**src/rtl/an_scan_ctrl.sv**
```systemverilog
// Scan scheduler for a 4-digit multiplexed 7-segment display: per-slot blanking guard,
// per-digit enable mask, global PWM brightness and frame-boundary commit of double-buffered data.
module an_scan_ctrl #(
  parameter int SLOT_CYCLES  = 250000,
  parameter int BLANK_CYCLES = 2500
) (
  input  logic        i_clk,
  input  logic        i_rst_n,
  input  logic        i_load,
  input  logic [15:0] i_digit_data,
  input  logic [3:0]  i_en_in,
  input  logic [3:0]  i_bright_in,
  output logic        o_load_pending,
  output logic        o_frame_done,
  output logic [1:0]  o_sel,
  output logic [3:0]  o_an,
  output logic [3:0]  o_code
);

  localparam int CW = (SLOT_CYCLES > 1) ? $clog2(SLOT_CYCLES) : 1;

  typedef logic [CW-1:0] slot_t;

  localparam slot_t SLOT_LAST = slot_t'(SLOT_CYCLES - 1);
  localparam slot_t BLANK_END = slot_t'(BLANK_CYCLES);

  typedef enum logic {
    PH_BLANK,
    PH_ON
  } phase_e;

  typedef struct packed {
    logic [15:0] data;
    logic [3:0]  en;
    logic [3:0]  bright;
  } disp_t;

  localparam disp_t DISP_RST = '{data: 16'h0000, en: 4'hF, bright: 4'hF};

  slot_t      r_slot_cnt;
  logic [1:0] r_sel;
  logic [3:0] r_pwm_cnt;
  logic       r_pending;
  logic       r_wrap;
  disp_t      r_stage;
  disp_t      r_active;

  logic       w_slot_last;
  logic       w_boundary;
  phase_e     w_phase;
  logic [3:0] w_an_next;
  logic [3:0] w_code_next;
  disp_t      w_load_val;

  assign w_slot_last = (r_slot_cnt == SLOT_LAST);
  assign w_boundary  = w_slot_last && (r_sel == 2'd3);
  assign w_phase     = (r_slot_cnt < BLANK_END) ? PH_BLANK : PH_ON;
  assign w_load_val  = '{data: i_digit_data, en: i_en_in, bright: i_bright_in};

  // NOTE: sequential state is updated with non-blocking assignments so every
  // register samples the pre-edge values of the others, independent of block order.
  always_ff @(posedge i_clk or negedge i_rst_n) begin
    if (!i_rst_n) begin
      r_slot_cnt <= '0;
      r_sel      <= 2'd0;
      r_pwm_cnt  <= 4'd0;
    end else begin
      r_pwm_cnt <= r_pwm_cnt + 4'd1;
      if (w_slot_last) begin
        r_slot_cnt <= '0;
        r_sel      <= r_sel + 2'd1;
      end else begin
        r_slot_cnt <= r_slot_cnt + slot_t'(1);
      end
    end
  end

  // Commit reads the old staging value, so a load on the boundary cycle waits a frame.
  always_ff @(posedge i_clk or negedge i_rst_n) begin
    if (!i_rst_n) begin
      r_stage   <= DISP_RST;
      r_active  <= DISP_RST;
      r_pending <= 1'b0;
    end else begin
      if (w_boundary && r_pending) begin
        r_active <= r_stage;
      end
      if (i_load) begin
        r_stage   <= w_load_val;
        r_pending <= 1'b1;
      end else if (w_boundary) begin
        r_pending <= 1'b0;
      end
    end
  end

  // NOTE: every always_comb output gets a default first, so no path leaves it
  // unassigned and no latch is inferred.
  always_comb begin
    w_an_next   = 4'hF;
    w_code_next = r_active.data[{r_sel, 2'b00} +: 4];
    if (w_phase == PH_ON && r_active.en[r_sel] && (r_pwm_cnt <= r_active.bright)) begin
      w_an_next[r_sel] = 1'b0;
    end
  end

  // Output stage: everything visible in cycle n+1 comes from the counters of cycle n;
  // frame_done is delayed one more cycle so it lines up with o_sel showing digit 0.
  always_ff @(posedge i_clk or negedge i_rst_n) begin
    if (!i_rst_n) begin
      o_an         <= 4'hF;
      o_code       <= 4'h0;
      o_sel        <= 2'd0;
      r_wrap       <= 1'b0;
      o_frame_done <= 1'b0;
    end else begin
      o_an         <= w_an_next;
      o_code       <= w_code_next;
      o_sel        <= r_sel;
      r_wrap       <= w_boundary;
      o_frame_done <= r_wrap;
    end
  end

  assign o_load_pending = r_pending;

endmodule

```
**config.mk**
```make
export PLATFORM = sky130hd
export DESIGN_NAME = an_scan_ctrl
export DESIGN_NICKNAME = d
export VERILOG_FILES = /design/src/rtl/an_scan_ctrl.sv
export SDC_FILE = /design/constraint.sdc
export NUM_CORES = 1
export LEC_CHECK = 0
export CAP_MARGIN = 15
export CORE_MARGIN = 5
export CORE_UTILIZATION = 55
export CTS_BUF_LIST = sky130_fd_sc_hd__clkbuf_16
export DETAILED_ROUTE_END_ITERATION = 10
export HOLD_SLACK_MARGIN = 0.06
export MAX_ROUTING_LAYER = met4
export PLACE_DENSITY = 0.86
export SYNTH_ARGS = -nofsm -noshare
export SYNTH_HDL_FRONTEND = slang
export SYNTH_SLANG_ARGS = --single-unit
```
**constraint.sdc**
```tcl
create_clock -name i_clk -period 4.55 [get_ports i_clk]
set_clock_uncertainty 0.1 [all_clocks]
set_input_delay 0.91 -clock i_clk [delete_from_list [all_inputs] [get_ports i_clk]]
set_output_delay 0.91 -clock i_clk [all_outputs]
set_load 0.03 [all_outputs]
```
; After elaboration in Yosys (flattened, before gate mapping)
; Index checks and enable logic that the tools add are counted.
[op_classes]
mux = 9
n_lt_le_gt_ge = 4
shift = 1
n_reduce_logical = 6
eq_ne = 2
n_addsub = 3
n_bitwise = 1
[ops]
columns = operator, n
row1 = adder 18 x 1 -> 18 bit (second input constant), 1
row2 = equality test 18 bit (second input constant), 1
row3 = < comparator 18 x 12 -> 1 bit (second input constant), 1
row4 = two-way mux 18 bit, 1
row5 = indexed part select 16 x 5 -> 4 bit, 1
row6 = logical AND 1 bit, 5
row7 = two-way mux 1 bit, 5
row8 = adder 4 x 1 -> 4 bit (second input constant), 1
row9 = less-or-equal comparator 4 bit, 1
row10 = two-way mux 4 bit, 1
row11 = inverter 4 bit, 1
row12 = < comparator 2 x 3 -> 1 bit (second input constant), 1
row13 = adder 2 x 1 -> 2 bit (second input constant), 1
row14 = binary-select mux 1 bit (select 2 bit), 1
row15 = demux 1 bit (select 2 bit), 1
row16 = equality test 2 bit (second input constant), 1
row17 = greater-or-equal comparator 2 x 1 -> 1 bit (second input constant), 1
row18 = nonzero test 2 bit, 1
[totals]
out_inout_bits = 12
elab_cells = 41
input_bits = 27
register_bits = 85

; Longest topological paths before layout
[logic_depth]
depth_word = 6
mapped_depth = 7
mapped_depth_nobuf = 6

; Worst setup path after synthesis
; Ideal clock, no wire load.
[synth_path]
kind = register to register
start = register r_slot_cnt[0]
end = register r_active[10] (netlist name)
arrival_ps = 1942
setup_slack_ps = 2383
stages_incl_launch_ff = 8
period_less_slack_ps = 2167
path_buffers = 2
t_required_ps = 4325
setup_ps = 125
path_cell_list = dfrtp_1 ha_1 clkbuf_1 nand3_1 nor4_4 nand4_4 buf_6 mux2_4
[synth_between]
elab_chain_cells = 3
[synth_rtl]
columns = item, line
row1 = "start, declared", 40  ; slot_t r_slot_cnt;
row2 = "start signal, assigned", 73  ; r_slot_cnt <= r_slot_cnt + slot_t'(1);
row3 = equality test 18 bit, 55  ; assign w_slot_last = (r_slot_cnt == SLOT_LAST);
row4 = logical AND 1 bit, 56  ; assign w_boundary = w_slot_last && (r_sel == 2'd3);
row5 = logical AND 1 bit, 85  ; if (w_boundary && r_pending) begin
row6 = "end signal, assigned", 86  ; r_active <= r_stage;
row7 = "end, declared", 46  ; disp_t r_active;
; No other way between the ends.
; A chain may end at the register's enable or synchronous reset.

; Final worst setup path
[layout_path]
start = register r_slot_cnt[0]
end = register r_active[19] (netlist name)
; The elaborated chain is that of the path after synthesis.

==> summary.txt <==
Power
  • Clock power frac: 0.455
  • Sw Ratio: 0.209
  • Flop pwr share: 0.504
  • Worst vdd ir: between 0.2 and 0.25 mV
  • Power Dens Cells: between 300 and 400 nW/µm²
  • Net Switching: ~330 µW
  • Combinational Power Share: 0.041
  • Internal Power: about 1.2 mW
  • P_leak: around 2 nW

Placement
  • Cell Area, Placed: between 4000 and 5000 µm²
  • Placer Congestion: ~0.87
  • Setup WS pre-CTS: ~1.8 ns
  • Dpl hpwl: just over 4000 µm
  • I/O Buffers: 38

Logic synthesis
  • FF+latch count, synth: 85
  • Post-synth EDFFs: 0
  • Synth Flop Type: dfrtp_1
  • Synthesized area: between 3000 and 4000 µm²
  • Number of warnings issued by yosys: 0
  • Sequential fraction of the synthesis area: 0.587
  • Syn nets: around 290
  • Synth top area cells: dfrtp_1 44%, dfstp_2 14%, mux2_2 8.6%
  • Synth top area share: 0.443
  • Yosys top cell by area: dfrtp_1
  • Cell variety after synth: 36
  • Cells after Synth: between 200 and 300
  • Syn_area_per_cell: around 15 µm²
  • Asr flop ratio synth: 1.00

Setup path
  • Worst setup EP type: flip-flop
  • CP max FO: 24
  • WP data required: roughly 4.7 ns
  • Kind of critical path: flip-flop to flip-flop
  • Data arrival time of the critical path: roughly 2.7 ns
  • Reg-to-reg endpoint: r_active[19]$_DFFE_PN0P_
  • Crit start category: flip-flop
  • Worst Reg2Reg Path Length in Cells: 5
  • R2R Setup Slk: slightly below 2 ns
  • Reg2reg start: r_slot_cnt[0]$_DFF_PN0_

Die
  • Core ar.: around 6400 µm²
  • Die area: between 8000 and 9000 µm²
  • Starting density of the core: 0.571
  • Row Count: 29
  • IO Count: 39
  • Die Span Y: about 92 µm
  • Die Width: 91.7 µm

Route
  • Vias per Instance: approximately 5.6
  • DRT Wirelength: between 6000 and 7000 µm
  • Drt wl/cell: approximately 17 µm
  • Drt initial violations: ~100
  • Vias: 2069
  • Final antenna-violating net count: 0
  • Residual DRC: 0
  • Pre-Repair DR Iteration Count: 4

Clocking
  • Max H-tree Level: 3
  • Deepest clock path buffer count: 2
  • CTS tree: done
  • Insertion delay to the later sink of the worst-skew pair: between 0.3 and 0.4 ns
  • Hold Buf Count CTS: 0
  • Clock Sinks: 85
  • Clk slew on worst S/H paths: 0.06 ns
  • Total CTS buffers: 9
  • Clock Tree Root: clkbuf_16
  • Post-CTS Setup Bufs: 0
  • CTS resizes: 0

Run status
  • Status: completed

Cells and area
  • Fill count: roughly 440
  • Finished Cell Area: between 4000 and 5000 µm²
  • Fraction of final layout cells sized beyond drive strength 1: 0.315
  • Fin nets: between 300 and 400
  • Area Growth Syn to Fin: 19.6%
  • Final Util: 0.683
  • ANT cells: 0
  • Most frequent cells in the layout: 65 x dfrtp_1, 37 x clkdlybuf4s50_1, 28 x mux2_2
  • Commonest non-fill, non-tap cell in the layout: dfrtp_1

GRT
  • Largest net degree at the start of global routing: 86
  • GRT Resource Usage Total: 0.165
  • Grt ovf: 0
  • Vias in the first global route: roughly 2200
  • First-pass GRT wire length: about 11000 µm
  • Initial antenna violation count: 0

Timing
  • Final setup margin: 1.92 ns
  • RSZ-0062 raised after global routing: false
  • Setup violations, final: 0
  • Final Max Slew Viols: 0
  • Setup TNS: 0 ns
  • Fin crit share: 0.577
  • Worst-Margin Slew: between 1 and 1.5 ns
  • Slew HR: 0.259
  • Achievable Freq: approximately 380 MHz
  • Hold_ws: between 0.2 and 0.3 ns
  • Final worst path period need: 2.63 ns
  • Final hold vios: 0

Hold path
  • Hold crit path type: flip-flop to flip-flop
  • Hold Path End: o_frame_done$_DFF_PN0_
  • Cell count of the worst hold path: 0
  • Hold_sp: r_wrap$_DFF_PN0_

Flow run
  • Maxcap violations: 0
kinds of logic (layout without fill, tap and decap cells):
logic type | count (synthesis) | after routing | synth area share
buffers and inverters | 18 | 62 | 0.0229
AOI/OAI and AO/OA | 7 | 7 | 0.0119
and+or+nand+nor | 59 | 59 | 0.100
adders and majority gates | 10 | 10 | 0.0341
xor gates and xnor gates | 18 | 18 | 0.0430
DFF | 85 | 85 | 0.587
muxes | 54 | 54 | 0.201
area by class of cell:
cell class	instances	area, µm²	share of cell area
inverters	8	30.0	0.00684
flip-flops and latches	85	2150	0.490
clock inverters	7	73.8	0.0168
well taps	77	96.3	0.0220
repair buffers	38	378	0.0861
clock buffers	9	225	0.0513
multi-input cells	148	1430	0.326
routing by layer:
layer,share of wire,global-route usage,vias up,wire length [µm]
met5,0,-,-,0
met4,0.016,0.0678,0,98
met3,0.039,0.0393,9,241
met2,0.49,0.253,39,3020
met1,0.46,0.213,1041,2850
li1,-,-,980,-
stage by stage:
stage | total power [mW] | instances
after global routing | 1.64 | 372
after CTS | 1.59 | 372
after global placement | 0.871 | 356
final | 1.58 | 372
after floorplan | 0.831 | 251
after detailed placement | 0.874 | 356
power by group through the flow:
stage / clock, mW / combinational, mW / sequential [mW]
finish: 0.719 / 0.0647 / 0.795
global route: 0.767 / 0.0717 / 0.797
CTS: 0.732 / 0.0667 / 0.795
detailed placement: 0 / 0.0663 / 0.808
global placement: 0 / 0.0641 / 0.806
floorplan: 0 / 0.0269 / 0.804
registers in the layout, indices dropped and copies added (netlist names), 2 cells and up:
register    cells
r_stage        24
r_pwm_cnt       4
o_an            4
o_sel           2
r_slot_cnt     18
r_active       24
o_code          4
r_sel           2
cells in the mapped netlist, types with 2 or more instances:
cell,instances
buf_6,2
and2_1,3
nor2b_1,2
nand4_1,12
buf_1,2
nor4_1,5
o21ai_0,3
and3_1,3
nor3_1,2
mux2_2,28
nand3_1,10
or4_1,2
mux4_2,5
clkbuf_1,5
mux2_4,20
xor2_1,8
ha_1,10
xnor2_1,10
nor2_1,10
dfrtp_1,65
dfstp_2,20
inv_1,8
nand2_1,3
critical path, stage by stage, from the launching register on:
cell	delay, ns
dfrtp_1	0.38
ha_1	0.37
nand3_1	0.24
nor4_4	0.37
nand4_4	0.54
mux2_4	0.50
worst max-delay path by stage:
stage / start / to / slack (ns)
2_1_floorplan: r_slot_cnt[0]$_DFF_PN0_ / r_active[10]$_DFFE_PN0P_ / 2.38
3_3_place_gp: i_load / r_stage[10]$_DFFE_PN0P_ / 1.77
3_5_place_dp: i_load / r_stage[9]$_DFFE_PN0P_ / 1.75
4_1_cts: r_slot_cnt[0]$_DFF_PN0_ / r_active[19]$_DFFE_PN0P_ / 1.93
5_1_grt: r_slot_cnt[0]$_DFF_PN0_ / r_active[19]$_DFFE_PN0P_ / 1.79
6_report: r_slot_cnt[0]$_DFF_PN0_ / r_active[19]$_DFFE_PN0P_ / 1.92
Note: power is estimated with default switching activity, not from simulation.
